`src/rtl/stream_width_downsizer_pkg.sv`:
```
// Shared definitions for the stream width downsizer: field-width helper and
// state encoding.
package stream_width_downsizer_pkg;

  typedef enum logic {
    ST_IDLE = 1'b0,
    ST_EMIT = 1'b1
  } state_t;

  // Width needed to index 'value' items; never less than one bit.
  function automatic int clog2(input int value);
    int w;
    w = 1;
    while ((1 << w) < value) w++;
    return w;
  endfunction

endpackage

```
`src/rtl/stream_width_downsizer.sv`:
```
// Splits wide RxData words into BITWIDTH-bit beats, emitting RxBeats+1 beats
// per word with the packet-last flag on the final beat.
module stream_width_downsizer
  import stream_width_downsizer_pkg::*;
#(
  parameter  int BITWIDTH = 8,
  parameter  int RATIO    = 4,
  localparam int CNTW     = clog2(RATIO)
) (
  input  logic                      clki,
  input  logic                      rst,
  input  logic                      RxVld,
  input  logic [BITWIDTH*RATIO-1:0] RxData,
  input  logic [CNTW-1:0]           RxBeats,
  input  logic                      RxLast,
  output logic                      RxRdy,
  output logic                      TxVld,
  output logic [BITWIDTH-1:0]       TxData,
  output logic                      TxLast,
  input  logic                      TxRdy
);

  localparam logic [CNTW-1:0] MAX_IDX = CNTW'(RATIO - 1);

  function automatic logic [BITWIDTH-1:0] beat_slice(
    input logic [BITWIDTH*RATIO-1:0] word,
    input logic [CNTW-1:0]           k
  );
    return word[int'(k)*BITWIDTH +: BITWIDTH];
  endfunction

  function automatic logic [CNTW-1:0] clamp_beats(input logic [CNTW-1:0] beats);
    return (beats > MAX_IDX) ? MAX_IDX : beats;
  endfunction

  state_t                    state_q, state_d;
  logic [BITWIDTH*RATIO-1:0] word_q, word_d;
  logic [CNTW-1:0]           idx_q, idx_d;
  logic [CNTW-1:0]           cnt_q, cnt_d;
  logic                      last_q, last_d;

  logic busy;
  logic at_end;
  logic fin;
  logic accept;

  always_comb begin
    busy   = (state_q == ST_EMIT);
    at_end = (idx_q == cnt_q);
    fin    = busy & TxRdy & at_end;
    accept = RxVld & ~rst & (~busy | fin);

    TxVld  = busy;
    TxData = beat_slice(word_q, idx_q);
    TxLast = busy & last_q & at_end;
    RxRdy  = ~rst & (~busy | fin);

    state_d = state_q;
    word_d  = word_q;
    idx_d   = idx_q;
    cnt_d   = cnt_q;
    last_d  = last_q;

    // A new word overrides the end-of-word return to idle, so back-to-back
    // words stream without a bubble.
    if (accept) begin
      state_d = ST_EMIT;
      word_d  = RxData;
      idx_d   = '0;
      cnt_d   = clamp_beats(RxBeats);
      last_d  = RxLast;
    end else if (fin) begin
      state_d = ST_IDLE;
      idx_d   = '0;
    end else if (busy & TxRdy) begin
      idx_d = idx_q + CNTW'(1);
    end
  end

  always_ff @(posedge clki) begin
    if (rst) begin
      state_q <= ST_IDLE;
      idx_q   <= '0;
      cnt_q   <= '0;
      last_q  <= 1'b0;
    end else begin
      state_q <= state_d;
      idx_q   <= idx_d;
      cnt_q   <= cnt_d;
      last_q  <= last_d;
    end
  end

  always_ff @(posedge clki) begin
    word_q <= word_d;
  end

endmodule

```
`config.mk`:
```
export PLATFORM = sky130hd
export DESIGN_NAME = stream_width_downsizer
export DESIGN_NICKNAME = d
export VERILOG_FILES = /design/src/rtl/stream_width_downsizer_pkg.sv /design/src/rtl/stream_width_downsizer.sv
export SDC_FILE = /design/constraint.sdc
export NUM_CORES = 1
export LEC_CHECK = 0
export ABC_AREA = 1
export BUFFER_PORTS_ARGS = -buffer_cell sky130_fd_sc_hd__buf_2
export CORE_MARGIN = 1
export CORE_UTILIZATION = 49
export CTS_CLUSTER_SIZE = 25
export DETAILED_ROUTE_END_ITERATION = 7
export GPL_ROUTABILITY_DRIVEN = 0
export PLACE_DENSITY = 0.78
export SLEW_MARGIN = 20
export SYNTH_ARGS = -nofsm -noshare
export SYNTH_HDL_FRONTEND = slang
export SYNTH_SLANG_ARGS = --single-unit
```
`constraint.sdc`:
```
create_clock -name clki -period 1.8 [get_ports clki]
set_clock_uncertainty 0.1 [all_clocks]
set_input_delay 0.18 -clock clki [delete_from_list [all_inputs] [get_ports clki]]
set_output_delay 0.18 -clock clki [all_outputs]
set_load 0.03 [all_outputs]
```
==> impl_results.rst <==
.. list-table::
   :header-rows: 1

   * - Metric
     - Value
   * - HPWL Detailed
     - 2210 um
   * - Post-synthesis instance area
     - 1500 um2
   * - Net load switching power
     - 0.000438 W
   * - Number of nets in the layout
     - 256
   * - Die X-Extent
     - 57.4 um
   * - Distinct cell type count of the synthesized netlist
     - 19
   * - Hold Path Sink
     - TxVld$_SDFFE_PP0P_
   * - Transition time at the pin with the least slew margin
     - 0.384 ns
   * - Share of final-layout standard cells stronger than drive strength 1
     - 0.339
   * - First-pass detailed-route iteration total
     - 6
   * - Setup repair after global routing missed its margin
     - no
   * - Reg-to-Reg End
     - word_q[26]$_DFFE_PP_
   * - Endpoint required time on the critical path
     - 1.52 ns
   * - Biggest area consumer among synthesized cells
     - edfxtp_1
   * - Y dimension of the die
     - 57.4 um
   * - Reg2reg start
     - idx_q[1]$_SDFFE_PP0N_
   * - Setup_tns
     - 0 ns
   * - Yosys synthesis warning count
     - 0
   * - Overflow left after global routing
     - 0
   * - Number of port buffers
     - 49
   * - Sort of element at the end of the critical path
     - primary output
   * - Via count of the routed design
     - 1282
   * - Detailed-route wire length
     - 3800 um
   * - Setup WS pre-CTS
     - 0.130 ns
   * - Critical path, cell by cell
     - buf_6 > o21ai_0 > o22ai_1 > clkbuf_4
   * - CTS H-Tree Depth
     - 2
   * - Primary FF master, synth
     - edfxtp_1
   * - Max Cap Violations
     - 0
   * - Clk root buf
     - clkbuf_4
   * - Clock-pin slew on the worst setup and hold paths
     - 0.12 ns
   * - CTS tree
     - yes
   * - Finished Core Util
     - 0.815
   * - Initial core utilization
     - 0.531
   * - Final critical-path required period
     - 1.77 ns
   * - Max-slew violations
     - 0
   * - Slowest cell on the critical path
     - dfxtp_2
   * - Fraction of synthesis flops using an asynchronous set or reset pin
     - 0
   * - Endpoints failing hold
     - 0
   * - Post-route fraction of the period consumed by the critical path
     - 0.984
   * - Number of buffers on the longest clock path
     - 2
   * - Num CTS Buffers
     - 5
   * - Arrival time of the worst setup path
     - 1.49 ns
   * - Cell types occupying the most area after synthesis
     - edfxtp_1 (64%), dfxtp_1 (8.0%), o21ai_0 (5.0%)
   * - Outcome
     - complete, but fails checks
   * - Post-synthesis instance total
     - 123
   * - Share of Yosys cell area claimed by the top area cell type
     - 0.640
   * - Leading post-synthesis cells by instance count
     - edfxtp_1 (32), nor2_1 (19), o21ai_0 (15)
   * - Avg WL per Cell
     - 15.3 um
   * - Max VDD drop
     - 0.737 mV
   * - Seq. cell area
     - 1080 um2
   * - Switching part of the total
     - 0.220
   * - I/O pins
     - 50
   * - Share of total power in sequential cells
     - 0.508
   * - Synth Net Count
     - 162
   * - Worst reg-to-reg path cell count
     - 7
   * - Fillers
     - 149
   * - Hold path cells
     - 3
   * - CP Launch Type
     - flop
   * - Clock tree sinks
     - 38
   * - Layout overhead on the synthesized area
     - 53.5%
   * - Relative contribution of combinational cells to total power
     - 0.133
   * - Vias in the first global route
     - 1284
   * - Max incr delay on CP
     - 0.38 ns
   * - Top achievable clock speed
     - 0.564 GHz
   * - Worst path buffer plus inverter count
     - 2
   * - Multi-input gate area
     - 370 um2
   * - Leakage power figure
     - 0.956 nW
   * - Register bit count reported by yosys
     - 38
   * - Slew Limit Headroom
     - 0.744
   * - Clk Latency, worst-skew pair
     - 0.35 ns
   * - Final instance area
     - 2300 um2
   * - Die area
     - 3290 um2
   * - Hold Crit Start
     - RxVld
   * - DP Area
     - 1800 um2
   * - Failing checks
     - design-rule violations
   * - Post-route antenna net violation count
     - 0
   * - Delay-heaviest family, CP
     - buffers and inverters
   * - Clock Power Share
     - 0.359
   * - Global-route wire length before repair
     - 5730 um
   * - Iter 0 DRT Violations
     - 57
   * - Number of rows created at floorplan
     - 19
   * - Number of flops mapped to enable cells by yosys
     - 32
   * - Core Region
     - 2830 um2
   * - Top-count cell post-synth
     - edfxtp_1
   * - Number of endpoints failing setup at the final stage
     - 0
   * - Total routing usage reported by global routing
     - 0.246
   * - Initial antenna violation count
     - 0
   * - Sequential cell area fraction in the yosys report
     - 0.720
   * - Critical Setup Path Class
     - reg2out
   * - Avg Cell Area, Syn
     - 12.2 um2
   * - Total internal power
     - 0.00155 W
   * - Register-to-Register Setup Slack
     - 0.16 ns
   * - Avg Vias per Cell
     - 5.15
   * - Largest fanout on the critical path
     - 16
   * - Number of antenna diodes
     - 0
   * - Drc violations
     - 2
   * - Total power per unit cell area
     - 864 nW/um2
   * - Worst min path class
     - in2reg
   * - Pin count of the biggest net entering global routing
     - 33
   * - Final worst slack
     - 0.0281 ns
## through the flow
step / power, W / hold slack, ns / std cells
CTS: 0.00197 / 0.0146 / 248
floorplan: 0.00114 / 0.149 / 123
finish: 0.00199 / 0.0172 / 249
global route: 0.00204 / 0.0319 / 249
global placement: 0.00121 / 0.257 / 204
detailed placement: 0.00122 / 0.258 / 204
## flip-flops by register name, summed over array words and instances (netlist names)
name,flops
last_q,1
idx_q,2
cnt_q,2
word_q,32
TxVld,1
## timing repair
action                                 4_1_cts  5_1_grt
gates resized for setup                      1       10
hold buffers                                36        0
endpoints found under the hold margin       36        0
buffers inserted                             0        1
setup endpoints to repair                    1       27
## how the worst max path moves through the flow
stage	from	endpoint	slack (ns)	cells past startpoint
global route	idx_q[0]$_SDFFE_PP0N_	TxData[7]	0.01	4
global placement	idx_q[1]$_SDFFE_PP0N_	word_q[25]$_DFFE_PP_	0.22	6
floorplan	TxVld$_SDFFE_PP0P_	word_q[0]$_DFFE_PP_	0.08	6
finish	idx_q[0]$_SDFFE_PP0N_	TxData[7]	0.03	4
CTS	idx_q[1]$_SDFFE_PP0N_	RxRdy	0.0005	5
detailed placement	idx_q[1]$_SDFFE_PP0N_	word_q[5]$_DFFE_PP_	0.13	6
## worst reg2reg max path, cell delays in order, from the launching register on
cell and delay [ns]:
dfxtp_2 0.37, inv_2 0.06, nand2_1 0.07, nand2_2 0.09, nand3_4 0.10, nand2_4 0.11
nand2_4 0.08, inv_4 0.31
## cells in the final DEF (no fill, tap or decap), types with 3 or more instances in the layout
master	n
buf_2	46
buf_4	4
clkbuf_4	7
dfxtp_1	4
dlygate4sd3_1	36
edfxtp_1	32
inv_1	4
nand2_1	13
nand2_2	3
nand3_1	7
nor2_1	19
o21ai_0	13
o21ai_1	3
o22ai_1	8
## per-layer routing
layer	up-vias	routed length [um]	GRT usage
li1	627	-	-
met1	571	1450	0.275
met2	67	1940	0.404
met3	17	255	0.0771
met4	0	163	0.160
met5	-	0	0
## logic make-up after synthesis
group,synth area share
buffers and inverters,0.0358
DFF,0.720
and+or+nand+nor,0.143
AOI/OAI and AO/OA,0.102
## power by group through the flow
stage	sequential [W]	combinational, W	clock [W]
final	0.00101	0.000264	0.000715
after CTS	0.00101	0.000250	0.000713
after global placement	0.00103	0.000181	0
after floorplan	0.00103	0.000105	0
after global routing	0.00101	0.000283	0.000747
after detailed placement	0.00103	0.000190	0
## layout make-up
class | instances | area share
Clock buffer | 5 | 0.0163
Multi-Input combinational cell | 73 | 0.161
Inverter | 8 | 0.0141
Timing Repair Buffer | 91 | 0.294
Tap cell | 31 | 0.0168
Clock inverter | 3 | 0.0277
Sequential cell | 38 | 0.470
Power figures use the tool's default switching activity.
